--- src/rtl/fetch_ctrl_pkg.sv ---
// Shared types and constants for the instruction-fetch sequencer.
package fetch_pkg;

  localparam int PC_W    = 8;
  localparam int INSTR_W = 32;
  localparam int OP_W    = 4;

  localparam logic [OP_W-1:0] HALT_OP_DEFAULT = 4'hF;

  typedef logic [PC_W-1:0]    pc_t;
  typedef logic [INSTR_W-1:0] instr_t;

  typedef enum logic [1:0] {
    ST_IDLE  = 2'd0,
    ST_FETCH = 2'd1,
    ST_HALT  = 2'd2
  } fetch_state_e;

  function automatic logic [OP_W-1:0] opcode_of(input instr_t word);
    return word[INSTR_W-1 -: OP_W];
  endfunction

endpackage

--- src/rtl/fetch_ctrl_if.sv ---
// Bundle of the memory-side and decode-side signals of the fetch sequencer.
interface fetch_ctrl_if #(
  parameter int CNT_W = 16
) ();
  import fetch_pkg::*;

  logic             start;
  pc_t              addr;
  instr_t           imem_data;
  logic             stall;
  logic             redirect;
  pc_t              redirect_addr;
  instr_t           out;
  pc_t              pc_out;
  logic             valid;
  logic             halted;
  logic [CNT_W-1:0] fetch_count;

  modport master (
    input  start, imem_data, stall, redirect, redirect_addr,
    output addr, out, pc_out, valid, halted, fetch_count
  );

  modport slave (
    output start, imem_data, stall, redirect, redirect_addr,
    input  addr, out, pc_out, valid, halted, fetch_count
  );

endinterface

--- src/rtl/fetch_ctrl_pc_next_sel.sv ---
// Next-PC mux: reset value, redirect target, increment with 8-bit wrap, or hold.
module pc_next_sel
  import fetch_pkg::*;
(
  input  logic rst_i,
  input  logic redirect_i,
  input  logic advance_i,
  input  pc_t  reset_pc_i,
  input  pc_t  redirect_addr_i,
  input  pc_t  pc_i,
  output pc_t  pc_d_o
);

  always_comb begin
    pc_d_o = pc_i;
    if (rst_i) begin
      pc_d_o = reset_pc_i;
    end else if (redirect_i) begin
      pc_d_o = redirect_addr_i;
    end else if (advance_i) begin
      pc_d_o = pc_i + PC_W'(1);
    end
  end

endmodule

--- src/rtl/fetch_ctrl.sv ---
// Instruction-fetch sequencer: owns the PC, captures memory words and hands
// them to decode with a valid/stall handshake, halting on HALT_OP.
module fetch_ctrl
  import fetch_pkg::*;
#(
  parameter pc_t             RESET_PC = 8'd0,
  parameter logic [OP_W-1:0] HALT_OP  = HALT_OP_DEFAULT,
  parameter int              CNT_W    = 16
) (
  input  logic         clk_i,
  input  logic         rst_i,
  fetch_ctrl_if.master bus
);

  fetch_state_e     state_q;
  pc_t              pc_q;
  pc_t              pc_d;
  instr_t           out_q;
  pc_t              pc_out_q;
  logic             valid_q;
  logic             halted_q;
  logic [CNT_W-1:0] cnt_q;

  logic is_halt_word;
  logic advance;
  logic consume;

  assign is_halt_word = (opcode_of(bus.imem_data) == HALT_OP);
  // A halt word is delivered but the PC stays parked on it.
  assign advance = (state_q == ST_FETCH) && !bus.stall && !is_halt_word;
  assign consume = valid_q && !bus.stall;

  pc_next_sel u_pc_next_sel (
    .rst_i          (rst_i),
    .redirect_i     (bus.redirect),
    .advance_i      (advance),
    .reset_pc_i     (RESET_PC),
    .redirect_addr_i(bus.redirect_addr),
    .pc_i           (pc_q),
    .pc_d_o         (pc_d)
  );

  always_ff @(posedge clk_i) begin
    pc_q <= pc_d;
    if (rst_i) begin
      state_q  <= ST_IDLE;
      out_q    <= '0;
      pc_out_q <= '0;
      valid_q  <= 1'b0;
      halted_q <= 1'b0;
      cnt_q    <= '0;
    end else begin
      if (consume && !(&cnt_q)) begin
        cnt_q <= cnt_q + CNT_W'(1);
      end
      unique case (state_q)
        ST_IDLE: begin
          if (bus.start) begin
            state_q <= ST_FETCH;
          end
        end
        ST_FETCH: begin
          if (bus.redirect) begin
            valid_q <= 1'b0;
          end else if (!bus.stall) begin
            out_q    <= bus.imem_data;
            pc_out_q <= pc_q;
            valid_q  <= 1'b1;
            if (is_halt_word) begin
              state_q  <= ST_HALT;
              halted_q <= 1'b1;
            end
          end
        end
        ST_HALT: begin
          if (bus.redirect) begin
            state_q  <= ST_FETCH;
            halted_q <= 1'b0;
            valid_q  <= 1'b0;
          end else if (consume) begin
            valid_q <= 1'b0;
          end
        end
        default: begin
          state_q <= ST_IDLE;
          valid_q <= 1'b0;
        end
      endcase
    end
  end

  assign bus.addr        = pc_q;
  assign bus.out         = out_q;
  assign bus.pc_out      = pc_out_q;
  assign bus.valid       = valid_q;
  assign bus.halted      = halted_q;
  assign bus.fetch_count = cnt_q;

endmodule

--- src/flat_wrapper.sv ---
// flat-port wrapper written by rule: the top's interface ports become plain ports
module fetch_ctrl_flat import fetch_pkg::*;
#(
  parameter pc_t             RESET_PC = 8'd0,
  parameter logic [OP_W-1:0] HALT_OP  = HALT_OP_DEFAULT,
  parameter int              CNT_W    = 16
)
  (clk_i, rst_i, bus_start, bus_imem_data, bus_stall, bus_redirect, bus_redirect_addr, bus_addr, bus_out, bus_pc_out, bus_valid, bus_halted, bus_fetch_count);
  fetch_ctrl_if #(.CNT_W(CNT_W)) bus_i ();
  input  logic clk_i;
  input  logic rst_i;
  input wire logic [$bits(bus_i.start)-1:0] bus_start;
  input wire logic [$bits(bus_i.imem_data)-1:0] bus_imem_data;
  input wire logic [$bits(bus_i.stall)-1:0] bus_stall;
  input wire logic [$bits(bus_i.redirect)-1:0] bus_redirect;
  input wire logic [$bits(bus_i.redirect_addr)-1:0] bus_redirect_addr;
  output wire logic [$bits(bus_i.addr)-1:0] bus_addr;
  output wire logic [$bits(bus_i.out)-1:0] bus_out;
  output wire logic [$bits(bus_i.pc_out)-1:0] bus_pc_out;
  output wire logic [$bits(bus_i.valid)-1:0] bus_valid;
  output wire logic [$bits(bus_i.halted)-1:0] bus_halted;
  output wire logic [$bits(bus_i.fetch_count)-1:0] bus_fetch_count;
  assign bus_i.start = bus_start;
  assign bus_i.imem_data = bus_imem_data;
  assign bus_i.stall = bus_stall;
  assign bus_i.redirect = bus_redirect;
  assign bus_i.redirect_addr = bus_redirect_addr;
  assign bus_addr = bus_i.addr;
  assign bus_out = bus_i.out;
  assign bus_pc_out = bus_i.pc_out;
  assign bus_valid = bus_i.valid;
  assign bus_halted = bus_i.halted;
  assign bus_fetch_count = bus_i.fetch_count;
  fetch_ctrl #(.RESET_PC(RESET_PC), .HALT_OP(HALT_OP), .CNT_W(CNT_W)) u_core (.clk_i(clk_i), .rst_i(rst_i), .bus(bus_i));
endmodule
--- config.mk ---
export PLATFORM = sky130hd
export DESIGN_NAME = fetch_ctrl_flat
export DESIGN_NICKNAME = d
export VERILOG_FILES = /design/src/rtl/fetch_ctrl_pkg.sv /design/src/rtl/fetch_ctrl_if.sv /design/src/rtl/fetch_ctrl_pc_next_sel.sv /design/src/rtl/fetch_ctrl.sv /design/src/flat_wrapper.sv
export SDC_FILE = /design/constraint.sdc
export NUM_CORES = 1
export LEC_CHECK = 0
export CORE_ASPECT_RATIO = 0.8
export CORE_MARGIN = 2
export CORE_UTILIZATION = 35
export CTS_CLUSTER_DIAMETER = 50
export DETAILED_ROUTE_END_ITERATION = 6
export PLACE_DENSITY = 0.7
export SYNTH_ARGS = -nofsm -noshare
export SYNTH_HDL_FRONTEND = slang
export SYNTH_HIERARCHICAL = 1
export SYNTH_SLANG_ARGS = --single-unit
export TNS_END_PERCENT = 50
--- constraint.sdc ---
create_clock -name clk_i -period 2.3 [get_ports clk_i]
set_input_delay 0.46 -clock clk_i [delete_from_list [all_inputs] [get_ports clk_i]]
set_output_delay 0.46 -clock clk_i [all_outputs]
set_load 0.02 [all_outputs]
# Word-level counts from Yosys, hierarchy flattened
# Cells that the tools add are included.
# op_classes
n_eq_ne	10
bitwise_logic	3
n_reduce_logical	15
addsub	2
n_mux	18
# ops
operator	n
adder 16 x 1 -> 16 bit, second input constant	1
2-to-1 mux 8 bit	2
AND reduction 16 bit	1
2-to-1 mux 2 bit	5
AND reduction 5 bit	2
adder 8 x 1 -> 8 bit, second input constant	1
2-to-1 mux 1 bit	8
inequality test 2 bit, second input constant	4
case mux 2 bit (3 select lines)	1
AND reduction 3 bit	2
== test 4 bit, second input constant	1
logical AND 1 bit	4
nonzero test 2 bit	2
logical NOT 1 bit	3
inequality test 3 x 2 -> 1 bit, second input constant	1
inequality test 3 bit, second input constant	1
NOT 1 bit	3
case mux 1 bit (3 select lines)	1
== test 2 x 1 -> 1 bit, second input constant	1
== test 2 bit, second input constant	1
logical NOT 2 bit	1
inequality test 2 x 1 -> 1 bit, second input constant	1
case mux 1 bit (2 select lines)	1
# totals
register_bits	68
output_inout_bits	66
in_bits	45
wordCells	55

# Logic depth before layout (Yosys ltp)
# logic_depth
word_depth	5
ltp_mapped	6

# Cells and area by module
# The synthesis kept the hierarchy.
# modules_own_cells
mod	area_per_inst_um2	instances	cells_each
fetch_ctrl	2587.5	1	310
pc_next_sel	306.5	1	50

# Worst setup path before layout
# Ideal clock, no wire load.
# synth_path
path_type	input -> register
start	in bus_imem_data[30]
end	reg u_core.pc_q[7], in the netlist u_core/bus.addr[7]
setup_slack_ns	0.113
setup_ns	0.062
path_stages	6
arrival_time_ns	2.125
path_cell_list	and4_1 > nor4_1 > and4_4 > nand3_2 > or3b_1 > nand3_1
# synth_between
elab_chain_cells	4
# synth_rtl
item	line_no	text
from (decl)	flat_wrapper.sv:13	input wire logic [$bits(bus_i.imem_data)-1:0] bus_imem_data;
== test 4 bit	fetch_ctrl.sv:28	assign is_halt_word = (opcode_of(bus.imem_data) == HALT_OP);
logical NOT 1 bit	fetch_ctrl.sv:30	assign advance = (state_q == ST_FETCH) && !bus.stall && !is_halt_word;
logical AND 1 bit	fetch_ctrl.sv:30	
via u_core.advance	fetch_ctrl.sv:25	logic advance;
nonzero test 2 bit (no source line)	n/a	
to (signal assigned)	fetch_ctrl.sv:44	pc_q <= pc_d;
to (decl)	fetch_ctrl.sv:16	pc_t pc_q;
# The timed path passes the listed nets, and every way through them passes these cells.
# A chain may end at the register's enable or synchronous reset.

# Worst setup path after layout
# layout_path
start	in bus_imem_data[28]
end	reg u_core.pc_q[7], in the netlist u_core/bus.addr[7]
# The elaborated chain is that of the path after synthesis.

==> reports/results.txt <==
Fmax: 0.4953 GHz
critical path class: in -> reg
top cells by area, synth: dfxtp_1, nand2_1, a21oi_1
global-route wire length before repair: 12490 microns
Comb pwr share: 12.8%
max_slew headroom: 60.45%
1st-iter DRT viols: 109
Switching Power: 0.0006559 W
Hold Vio Cnt, Final: 0
synth unique cells: 48
# placed instances: 580
cell taking the most area after synthesis: dfxtp_1
r2r startpoint: u_core/bus.fetch_count[0]$_SDFFE_PP0P_
Post-synth EDFFs: 0
crit path cell chain: clkdlybuf4s50_1 > and4_1 > nor4_1 > buf_4 > and4_4 > nand3_2 > or3b_1 > nand3_1
Port Buf Inserts: 110
Vias: 2862
switching share of total power: 24.70%
Synth Area in Adders: 0.8647%
maximum VDD drop: 309.1 uV
clk_lat worst skew: 340 ps
Via-to-Cell Ratio: 4.802
slowest stage delay, CP: 450 ps
Synth Flop Type: dfxtp_1
Post-Syn Area: 2894 sq um
hold path start: u_core/bus.pc_out[0]$_SDFFE_PP0P_
main combinational cell family by area after synthesis: simple AND/OR/NAND/NOR gates
P_int: 0.001999 W
Chip Height: 85.33 microns
DP HPWL: 5532 microns
Req. time, crit path: 2580 ps
HP Class: reg -> reg
sequential group share of total power: 47.0%
mux cell area share after synthesis: 4.410%
ys async rst share: 0%
DR pass1 iterations: 4
CTS Hold Buffers Added: 0
Pwr Total: 0.002655 W
Crit Path Max Fanout: 3
H-tree level count: 3
initial antenna violation count: 0
final setup vio count: 0
CTS Buffer Depth: 2
Worst-Margin Slew: 593.3 ps
cts repair resizes: 0
Max Transition Viols Final: 0
XOR/XNOR Fraction of Synth Area: 1.513%
post-CTS setup buffer count: 0
PwrDens: 598.8 nW/um^2
count leader, synth: nand2_1
Remaining DRCs: 0
RSZ-0062 raised after global routing: false
Ant. Diodes: 0
synthesized area per cell: 8.039 sq um
CTS Root Cell: clkbuf_8
number of global-route vias before repair: 2622
num rows: 29
fin crit period: 2019 ps
global route total overflow: 0
GPL Wtd Cong: 0.8097
Layout Nets: 530
P&R area growth vs syn: 53.22%
Core ar.: 7983 sq um
aggregate global-route resource usage: 17.25%
Critical-path top delay cell: clkdlybuf4s50_1
crit path DAT: 2300 ps
Final Skew: 7.527 ps
DRT antenna net count: 0
clk sink count: 68
Pleak: 1.566 nW
type of origin of the critical path: primary input
post-synthesis compound-gate area fraction: 14.66%
Synth Register Bits: 68
WL final: 7802 microns
die area: 9016 sq um
top-area cell type share of the netlist area: 47.04%
Worst-path clk slew: 70 ps
Seq/Total Area, Yosys: 47.04%
# IOs: 111
die width: 105.7 microns
wire length per cell: 13.09 microns
share of post-route cells with drive strength above 1: 9.221%
kind of end point of the critical path: flip-flop
clock tree from TritonCTS: done
clock share of power: 40.2%
largest net degree at the start of global routing: 40
cts bufs inserted: 9
Post-Syn Instances: 360
Post-synth top cells: nand2_1, dfxtp_1, a21oi_1
Synthesis Warnings: 6
Synth Area in Simple Gates: 27.50%
Worst Setup SP: bus_imem_data[28]
final cell count without fillers: 596
status: complete, no violations
Initial Util: 36.25%
Final period util: 87.78%
max_cap viols: 0
-- power groups by stage --
| stage | clock [W] | sequential [W] | combinational (W) |
|---|---|---|---|
| floorplan | 0 | 0.00131 | 0.000107 |
| global placement | 0 | 0.00127 | 0.000338 |
| detailed placement | 0 | 0.00127 | 0.000341 |
| CTS | 0.00111 | 0.00125 | 0.000343 |
| global route | 0.00115 | 0.00125 | 0.000370 |
| finish | 0.00107 | 0.00125 | 0.000341 |
-- per-stage QoR --
step | setup slack [ps] | util, % | TNS (ps) | hold slack [ps] | cell area, sq um
CTS | 315.3 | 55.55 | 0 | 459.0 | 4434
global route | 216.7 | 55.55 | 0 | 468.2 | 4434
floorplan | 113.0 | - | 0 | 534.5 | 2920
global placement | 1.587 | 52.85 | 0 | 441.3 | 4219
detailed placement | -30.41 | 52.85 | -30.41 | 448.4 | 4219
finish | 281.1 | 55.55 | 0 | 456.2 | 4434
-- kinds of logic after synthesis --
family / count (synthesis)
simple gates: 168
compound gates: 77
flops: 68
buf+inv: 27
mux: 12
xor+xnor: 5
fa+ha+maj: 2
other cells: 1
-- flip-flops by register name (all words and copies together) (netlist names) --
signal	count
u_core/bus.addr	8
u_core/bus.fetch_count	16
u_core/bus.halted	1
u_core/bus.out	32
u_core/bus.pc_out	8
u_core/bus.valid	1
u_core/state_q	2
-- critical path, delay by kind of cell --
kind	cells	cell delay (ps)
and+or+nand+nor	6	1200
buffers and inverters	2	640
-- final cells by class --
type,instances,area [sq um]
Tap cell,108,135.1
Inverter,5,18.77
Fill cell,771,3548
Multi-Input combinational cell,272,1455
Timing Repair Buffer,127,1249
Sequential cell,68,1361
Clock buffer,9,123.9
Clock inverter,7,91.34
-- metal layers --
layer | vias up | routed length (microns) | global-route usage, %
li1 | 1474 | - | -
met1 | 1304 | 3833 | 22.74
met2 | 74 | 3388 | 26.74
met3 | 10 | 496 | 6.375
met4 | 0 | 84 | 4.665
met5 | - | 0 | 0
-- worst paths after layout --
check | end | slack (ps) | cells past startpoint
setup / recovery | u_core/bus.addr[7]$_DFF_P_ | 280 | 8
hold / removal | u_core/bus.pc_out[0]$_SDFFE_PP0P_ | 460 | 2
setup reg to reg | u_core/bus.fetch_count[7]$_SDFFE_PP0P_ | 400 | 6
hold reg to reg | u_core/bus.pc_out[0]$_SDFFE_PP0P_ | 460 | 2
-- cell usage in the layout, fill, tap and decap left out, drive strengths merged, types with 4 or more instances in the layout --
master and n:
nor2 18, mux2 6, o21ai 11, or3 4, nor4 9, inv 5
buf 18, a21oi 53, nand4 6, dfxtp 68, clkinv 4, clkbuf 9
conb 8, clkdlybuf4s50 109, nor3 7, mux2i 6, nand3 8, nor2b 6
nand2 95, nand2b 4
Power figures use the tool's default switching activity.
